--- src/rtl/lab8_pkg.sv ---
//------------------------------------------------------------------------------
// Module      : lab8_pkg
// Description : Shared command codes, address map and FSM states for the
//               mem_io_bridge.
// Revision    : 1.0 - initial release
//------------------------------------------------------------------------------
`default_nettype none

package lab8_pkg;

  localparam logic [1:0] MNONE  = 2'b00;
  localparam logic [1:0] MREAD  = 2'b01;
  localparam logic [1:0] MWRITE = 2'b10;

  localparam logic [8:0] LEDR_BASE = 9'h100;
  localparam logic [8:0] SW_BASE   = 9'h140;

  typedef enum logic [1:0] {
    IDLE   = 2'd0,
    RAM_RD = 2'd1,
    RESP   = 2'd2
  } state_t;

endpackage

`default_nettype wire

--- src/rtl/mem_io_bridge_if.sv ---
//------------------------------------------------------------------------------
// Module      : mem_io_bridge_if
// Description : CPU-side memory command bus (command, address, data, ready).
// Revision    : 1.0 - initial release
//------------------------------------------------------------------------------
`default_nettype none

interface mem_io_bridge_if #(
  parameter int DW = 16,
  parameter int AW = 9
);
  logic [1:0]    mem_cmd;
  logic [AW-1:0] mem_addr;
  logic [DW-1:0] write_data;
  logic [DW-1:0] read_data;
  logic          mem_ready;

  modport master (
    output mem_cmd, mem_addr, write_data,
    input  read_data, mem_ready
  );

  modport slave (
    input  mem_cmd, mem_addr, write_data,
    output read_data, mem_ready
  );
endinterface

`default_nettype wire

--- src/rtl/sync2.sv ---
//------------------------------------------------------------------------------
// Module      : sync2
// Description : Parameterized-width two-flop synchronizer, cleared by reset.
// Revision    : 1.0 - initial release
//------------------------------------------------------------------------------
`default_nettype none

module sync2 #(
  parameter int W = 8
) (
  input  wire logic         clk,
  input  wire logic         rst_n,
  input  wire logic [W-1:0] d,
  output logic      [W-1:0] q
);

  logic [W-1:0] r_meta;

  always_ff @(posedge clk or negedge rst_n) begin
    if (!rst_n) begin
      r_meta <= '0;
      q      <= '0;
    end else begin
      r_meta <= d;
      q      <= r_meta;
    end
  end

endmodule

`default_nettype wire

--- src/rtl/mem_io_bridge.sv ---
//------------------------------------------------------------------------------
// Module      : mem_io_bridge
// Description : Decodes CPU memory commands onto RAM, LEDR and switch targets
//               and completes each access with a one-cycle mem_ready pulse.
// Revision    : 1.0 - initial release
//------------------------------------------------------------------------------
`default_nettype none

module mem_io_bridge
  import lab8_pkg::*;
#(
  parameter int DW  = 16,
  parameter int AW  = 9,
  parameter int RAW = 8
) (
  input  wire logic           clk,
  input  wire logic           rst_n,
  mem_io_bridge_if.slave      bus,
  output logic      [RAW-1:0] ram_addr,
  output logic                ram_write,
  output logic      [DW-1:0]  ram_wdata,
  input  wire logic [DW-1:0]  ram_rdata,
  input  wire logic [7:0]     sw_in,
  output logic      [7:0]     ledr,
  output logic                bus_err
);

  state_t        r_state;
  state_t        w_next_state;
  logic [DW-1:0] r_read_data;
  logic [7:0]    w_sw_sync;
  logic          w_is_ram;
  logic          w_is_led;
  logic          w_is_sw;
  logic          w_rd;
  logic          w_wr;

  sync2 #(.W(8)) u_sw_sync (
    .clk   (clk),
    .rst_n (rst_n),
    .d     (sw_in),
    .q     (w_sw_sync)
  );

  assign w_is_ram = ~bus.mem_addr[AW-1];
  assign w_is_led = (bus.mem_addr == LEDR_BASE);
  assign w_is_sw  = (bus.mem_addr == SW_BASE);
  assign w_rd     = (bus.mem_cmd == MREAD);
  assign w_wr     = (bus.mem_cmd == MWRITE);

  assign ram_addr      = bus.mem_addr[RAW-1:0];
  assign ram_wdata     = bus.write_data;
  // Gated with rst_n so no stray strobe escapes while reset is asserted.
  assign ram_write     = (r_state == IDLE) && w_wr && w_is_ram && rst_n;
  assign bus.mem_ready = (r_state == RESP);
  assign bus.read_data = r_read_data;

  always_ff @(posedge clk or negedge rst_n) begin
    if (!rst_n) r_state <= IDLE;
    else        r_state <= w_next_state;
  end

  always_comb begin
    w_next_state = r_state;
    case (r_state)
      IDLE: begin
        if (w_rd && w_is_ram)  w_next_state = RAM_RD;
        else if (w_rd || w_wr) w_next_state = RESP;
      end
      RAM_RD:  w_next_state = RESP;
      RESP:    w_next_state = IDLE;
      default: w_next_state = IDLE;
    endcase
  end

  always_ff @(posedge clk or negedge rst_n) begin
    if (!rst_n) begin
      r_read_data <= '0;
      ledr        <= '0;
      bus_err     <= 1'b0;
    end else if (r_state == RAM_RD) begin
      r_read_data <= ram_rdata;
    end else if (r_state == IDLE) begin
      if (w_rd && w_is_led) begin
        r_read_data <= {{(DW-8){1'b0}}, ledr};
      end else if (w_rd && w_is_sw) begin
        r_read_data <= {{(DW-8){1'b0}}, w_sw_sync};
      end else if (w_wr && w_is_led) begin
        ledr <= bus.write_data[7:0];
      end else if ((w_rd || w_wr) && !w_is_ram) begin
        // Unmapped loads and stores (including stores to SW) land here.
        r_read_data <= '0;
        bus_err     <= 1'b1;
      end
    end
  end

endmodule

`default_nettype wire

--- src/flat_wrapper.sv ---
// flat-port wrapper written by rule: the top's interface ports become plain ports
module mem_io_bridge_flat import lab8_pkg::*;
#(
  parameter int DW  = 16,
  parameter int AW  = 9,
  parameter int RAW = 8
)
  (clk, rst_n, ram_addr, ram_write, ram_wdata, ram_rdata, sw_in, ledr, bus_err, bus_mem_cmd, bus_mem_addr, bus_write_data, bus_read_data, bus_mem_ready);
  mem_io_bridge_if #(.DW(DW), .AW(AW)) bus_i ();
  input  wire logic clk;
  input  wire logic rst_n;
  output logic      [RAW-1:0] ram_addr;
  output logic ram_write;
  output logic      [DW-1:0] ram_wdata;
  input  wire logic [DW-1:0] ram_rdata;
  input  wire logic [7:0] sw_in;
  output logic      [7:0] ledr;
  output logic bus_err;
  input wire logic [$bits(bus_i.mem_cmd)-1:0] bus_mem_cmd;
  input wire logic [$bits(bus_i.mem_addr)-1:0] bus_mem_addr;
  input wire logic [$bits(bus_i.write_data)-1:0] bus_write_data;
  output wire logic [$bits(bus_i.read_data)-1:0] bus_read_data;
  output wire logic [$bits(bus_i.mem_ready)-1:0] bus_mem_ready;
  assign bus_i.mem_cmd = bus_mem_cmd;
  assign bus_i.mem_addr = bus_mem_addr;
  assign bus_i.write_data = bus_write_data;
  assign bus_read_data = bus_i.read_data;
  assign bus_mem_ready = bus_i.mem_ready;
  mem_io_bridge #(.DW(DW), .AW(AW), .RAW(RAW)) u_core (.clk(clk), .rst_n(rst_n), .bus(bus_i), .ram_addr(ram_addr), .ram_write(ram_write), .ram_wdata(ram_wdata), .ram_rdata(ram_rdata), .sw_in(sw_in), .ledr(ledr), .bus_err(bus_err));
endmodule
--- config.mk ---
export PLATFORM = sky130hd
export DESIGN_NAME = mem_io_bridge_flat
export DESIGN_NICKNAME = d
export VERILOG_FILES = /design/src/rtl/lab8_pkg.sv /design/src/rtl/mem_io_bridge_if.sv /design/src/rtl/sync2.sv /design/src/rtl/mem_io_bridge.sv /design/src/flat_wrapper.sv
export SDC_FILE = /design/constraint.sdc
export NUM_CORES = 1
export LEC_CHECK = 0
export BUFFER_PORTS_ARGS = -buffer_cell sky130_fd_sc_hd__buf_2
export CAP_MARGIN = 20
export CORE_UTILIZATION = 26
export CTS_CLUSTER_DIAMETER = 60
export DETAILED_ROUTE_END_ITERATION = 16
export HOLD_SLACK_MARGIN = 0.08
export PLACE_DENSITY = 0.61
export REMOVE_ABC_BUFFERS = 1
export SLEW_MARGIN = 30
export SYNTH_ARGS = -nofsm -noshare
export SYNTH_HDL_FRONTEND = slang
export SYNTH_SLANG_ARGS = --single-unit
--- constraint.sdc ---
create_clock -name clk -period 2.2 [get_ports clk]
set_input_delay 0.11 -clock clk [delete_from_list [all_inputs] [get_ports clk]]
set_output_delay 0.11 -clock clk [all_outputs]
set_load 0.02 [all_outputs]
## Word-level counts from Yosys, hierarchy flattened

Index checks and enable logic that the tools add are counted.

- Register bits after elaboration: 43
- Word-level logic and storage cells: 43
- Output and inout port bits: 51
- Input bits: 53

- Reductions and logical operators: 15
- Equality and inequality tests: 8
- Bitwise gates (word level): 5
- Muxes and demuxes: 9

Operators by type and width:

| kind | number |
|---|---|
| 16-bit 2-to-1 mux | 6 |
| 9-bit == test (second input constant) | 2 |
| 1-bit logical AND | 8 |
| 6-bit AND reduction | 1 |
| 1-bit NOT | 5 |
| 5-bit AND reduction | 1 |
| 2-bit by 1-bit == test with 1-bit output (second input constant) | 2 |
| 2-bit == test (second input constant) | 2 |
| 2-bit 2-to-1 mux | 2 |
| 4-bit by 1-bit != test with 1-bit output (second input constant) | 1 |
| 2-bit one-hot mux with 2 select lines | 1 |
| 4-bit nonzero test | 1 |
| 3-bit by 1-bit != test with 1-bit output (second input constant) | 1 |
| 3-bit AND reduction | 1 |
| 2-bit logical NOT | 1 |
| 2-bit nonzero test | 1 |
| 1-bit logical OR | 1 |

## Logic depth before layout (Yosys ltp)

- Depth after elaboration: 9
- Gate-level depth with buffers: 7
- Gate-level depth less buffers: 6

## Hierarchy

Synthesis repeated with hierarchy kept, for this count alone.

- Cell total of the unflattened synthesis: 147
- Area total of the unflattened synthesis: 1943.1 um^2

By module, submodules not included:

| module | sequential area each (um^2) | cells each | area each (um^2) | times used |
|---|---|---|---|---|
| mem_io_bridge | 675.6 | 131 | 1542.7 | 1 |
| sync2 | 400.4 | 16 | 400.4 | 1 |

## Least setup slack after synthesis

OpenSTA, ideal clock, no wires.

- Kind: input to register
- Start point: input bus_mem_cmd[1]
- End point: register u_core.ledr[0]
- Setup slack: 529 ps
- Stages on the path: 7
- Buffers on the path: 1
- Arrival: 1546 ps
- Required time: 2075 ps
- Setup time: 125 ps
- Cell sequence: inv_1 ha_1 nor2b_1 buf_6 and3_4 nor4_4 mux2_2

- Longest elaborated chain between the ends: 4
- Elaborated cells between the ends (all ways): 8
- Those cells by class: eq/ne (2); bitwise (2); reduce/logical (4)

Ends and longest elaborated chain:

| what | line | RTL |
|---|---|---|
| start: declaration | flat_wrapper.sv:19 | `input wire logic [$bits(bus_i.mem_cmd)-1:0] bus_mem_cmd;` |
| 2-bit by 1-bit == test with 1-bit output | mem_io_bridge.sv:48 | `assign w_rd = (bus.mem_cmd == MREAD);` |
| 1-bit logical AND, on equally long branches | mem_io_bridge.sv:84, mem_io_bridge.sv:86 |  |
| 1-bit NOT (no line) | n/a |  |
| 5-bit AND reduction (no line) (*) | n/a |  |
| end signal: assignment | mem_io_bridge.sv:89 | `ledr <= bus.write_data[7:0];` |
| end: declaration | mem_io_bridge.sv:24 | `output logic [7:0] ledr,` |

Mark *: on every way between the ends. The rest lies on a longest branch, timed or not.
A chain may end at the register's enable or synchronous reset.

## Worst setup path in the final report

- Start point: register u_core.r_state[1]
- End point: register u_core.r_read_data[2] (netlist: u_core.bus.read_data[2])

- Longest elaborated chain between the ends: 3
- Elaborated cells between the ends (all ways): 7
- Those cells by class: eq/ne (2); mux (1); reduce/logical (4)

Ends and longest elaborated chain:

| what | line | RTL |
|---|---|---|
| start: declaration | mem_io_bridge.sv:28 | `state_t r_state;` |
| start signal: assignment | mem_io_bridge.sv:60 | `else r_state <= w_next_state;` |
| 2-bit by 1-bit == test with 1-bit output or 2-bit logical NOT (tied branches) | mem_io_bridge.sv:81, mem_io_bridge.sv:83 |  |
| 4-bit by 1-bit != test with 1-bit output (no line), or another cell as far along | n/a |  |
| 3-bit AND reduction (no line) | n/a |  |
| end signal: assignment | mem_io_bridge.sv:82 | `r_read_data <= ram_rdata;` |
| end signal: assignment | mem_io_bridge.sv:85 | `r_read_data <= {{(DW-8){1'b0}}, ledr};` |
| end signal: assignment | mem_io_bridge.sv:87 | `r_read_data <= {{(DW-8){1'b0}}, w_sw_sync};` |
| end: declaration | mem_io_bridge.sv:30 | `logic [DW-1:0] r_read_data;` |

Parallel ways exist; a longest one is shown, timed or not.

==> summary.md <==
| Metric | Value |
|---|---|
| VDD IR max | 0.000390 V |
| Initial DRC count | 81 |
| CTS tree | yes |
| HP Class | input port to flip-flop |
| Flop and latch count out of synthesis | 43 |
| F_max | 565 MHz |
| Synthesized cell area | 2060 sq um |
| Total power | 1.74 mW |
| Arr. time, crit path | 1.95 ns |
| First-pass GRT wire length | 7540 um |
| 1st-pass router iterations | 4 |
| Leak pwr | 1.36 nW |
| Maxcap violations | 0 |
| Critical path class | flip-flop to flip-flop |
| Top area cells in the synthesized netlist | dfrtp_1 (52%), buf_4 (9.5%), mux2_2 (8.7%) |
| I/O pins | 104 |
| Worst skew pair latency | 0.29 ns |
| CP Max Fanout | 16 |
| Outcome | completed |
| Post-synth top area cell | dfrtp_1 |
| DRC violation count after routing | 0 |
| Post-CTS Resized | 0 |
| Clk sinks | 43 |
| Register area share after synthesis | 52.2% |
| RSZ-0062 raised after global routing | false |
| Slack of the critical path | 0.431 ns |
| R2R setup slack | 0.43 ns |
| DR vias | 1,558 |
| Gpl congestion | 0.827 |
| Number of core rows | 32 |
| Clock Tree Root | clkbuf_8 |
| DP Worst Slack | 0.175 ns |
| Top-area cell type share of the netlist area | 52.2% |
| Synth unique cells | 30 |
| Setup TNS | 0 ns |
| Chip width | 91.0 um |
| Pwr dens | 632 nW/um^2 |
| Setup crit start kind | flip-flop |
| Fin. max-slew vios | 0 |
| Crit path time final | 1.77 ns |
| Clock skew | 0.00595 ns |
| Total CTS buffers | 5 |
| Die area | 8290 sq um |
| Hold path endpoint | u_core.r_state[0] |
| Global-route usage over all layers | 11.8% |
| Number of global-route vias before repair | 1,481 |
| CORE AREA | 7690 sq um |
| Final Util | 35.8% |
| Initial antenna violation count | 0 |
| Routed Antenna Nets | 0 |
| Worst Tran Pin Value | 0.599 ns |
| Instance count of the mapped netlist | 165 |
| CP required | 2.39 ns |
| Die Y | 91.0 um |
| Fin nets | 309 |
| Hold Vio Cnt, Final | 0 |
| PortBufs | 87 |
| Detailed placement HPWL | 3530 um |
| Hold path cells | 3 |
| CTS H-tree lvls | 2 |
| Worst slew margin | 59.8% |
| Cell count of the worst reg-to-reg path | 3 |
| Drt total wl | 4910 um |
| Effective utilization at floorplan | 26.8% |
| CTS clk-pin slew, worst paths | 0.08 ns |
| CTS Buffer Depth | 2 |
| Critical path capture point type | flip-flop |
| YS warnings | 0 |
| Pin count of the biggest net entering global routing | 25 |
| Overflow after GRT | 0 |
| Ant. Diodes | 0 |
| Fin crit share | 80.4% |
| Drt via density | 4.36 |
| Share of post-route cells with drive strength above 1 | 49.0% |
| Placed Cells incl. Taps | 324 |
| Worst R2R End | u_core.bus.read_data[2] |
| Layout overhead on the synthesized area | 33.6% |
| Final setup fails | 0 |
| Critical R2R Launch | u_core.r_state[1] |
| Synth Area per Inst | 12.5 sq um |
| Hold_sp | bus_mem_addr[8] |
| WL/cell | 13.8 um |
| Post-Layout Cell Count | 357 |
kinds of logic (layout without fill, tap and decap cells):
| kind of cell | after synthesis | count (layout) | synth area share [%] |
|---|---|---|---|
| multiplexers | 16 | 16 | 8.74 |
| flip-flops | 43 | 43 | 52.2 |
| AND/OR/NAND/NOR | 43 | 43 | 14.4 |
| adder cells (fa/ha/maj) | 2 | 2 | 1.21 |
| buffers and inverters | 38 | 128 | 12.3 |
| AO/OA/AOI/OAI | 23 | 23 | 11.1 |
worst max-delay path by stage:
stage                       from                 endpoint  slack [ns]  cells after the start
4_1_cts        u_core.r_state[1]  u_core.bus.read_data[2]        0.41                      3
6_report       u_core.r_state[1]  u_core.bus.read_data[2]        0.43                      3
5_1_grt        u_core.r_state[1]  u_core.bus.read_data[2]        0.30                      3
2_1_floorplan    bus_mem_addr[1]           u_core.ledr[0]        0.18                      4
3_3_place_gp     bus_mem_addr[2]           u_core.ledr[1]        0.26                      5
3_5_place_dp     bus_mem_addr[2]           u_core.ledr[1]        0.18                      5
final cells by class:
type / count / area (sq um)
timing repair buffer: 117 / 723
fill: 783 / 4930
tap: 102 / 128
clock buffer: 6 / 72.6
multi-input combinational: 84 / 731
inverter: 3 / 11.3
sequential: 43 / 1080
clock inverter: 2 / 12.5
metrics by stage:
stage | hold WS, ns | area (sq um)
2_1_floorplan | -0.186 | 1820
5_1_grt | 0.170 | 2750
3_5_place_dp | 0.105 | 2420
6_report | 0.167 | 2750
3_3_place_gp | 0.102 | 2420
4_1_cts | 0.149 | 2750
sequential cells by signal, indices dropped and copies added (netlist names):
name / flops
u_core.bus.read_data: 16
u_core.bus_err: 1
u_core.ledr: 8
u_core.r_state: 2
u_core.u_sw_sync.q: 8
u_core.u_sw_sync.r_meta: 8
power breakdown:
part | switching, mW | leakage [nW] | internal (mW) | total (mW)
clock network | 0.275 | 0.0412 | 0.222 | 0.497
logic | 0.194 | 0.767 | 0.162 | 0.356
registers | 0.0407 | 0.551 | 0.846 | 0.887
metal layers:
| metal | track usage (%) | up-vias | wire length, um |
|---|---|---|---|
| met5 | 0 | - | 0 |
| met4 | 3.44 | 0 | 51 |
| met3 | 3.60 | 10 | 289 |
| met2 | 17.6 | 79 | 2240 |
| met1 | 16.3 | 721 | 2330 |
| li1 | - | 748 | - |
what timing repair did:
| action | in CTS | in global routing |
|---|---|---|
| endpoints found under the hold margin | 43 | 0 |
| setup buffers | 0 | 0 |
| hold buffers | 25 | 0 |
Yosys cell counts (all sizes together):
master	number
nor2	10
nand2b	1
nor2b	5
o2bb2ai	1
a31o	1
nand3	2
clkbuf	3
nand4	16
a21oi	1
a2bb2oi	1
and2	2
a41o	1
a22o	8
buf	32
nor4b	1
ha	2
inv	3
and3	2
mux2	16
dfrtp	43
nor3	2
a31oi	10
nor4	2
cells in the final DEF, fill, tap and decap left out:
cell type and count:
a21oi_1 1, a22o_1 8, a2bb2oi_2 1, a31o_2 1, a31oi_1 8, a31oi_4 2
a41o_1 1, and2_1 2, and3_1 1, and3_4 1, buf_2 87, buf_4 5
clkbuf_1 1, clkbuf_8 5, clkinv_2 1, clkinvlp_4 1, dfrtp_1 43, dlygate4sd3_1 25
ha_1 2, inv_1 3, mux2_2 16, nand2b_1 1, nand3_1 1, nand3_2 1
nand4_1 16, nor2_1 10, nor2b_1 5, nor3_1 2, nor4_4 2, nor4b_4 1
o2bb2ai_4 1
worst max-delay path, stage by stage (launching register included):
cell      delay, ns
dfrtp_1        0.65
nand2b_1       0.52
a31oi_1        0.19
mux2_2         0.30
No activity file was read; power rests on OpenSTA's default activity.
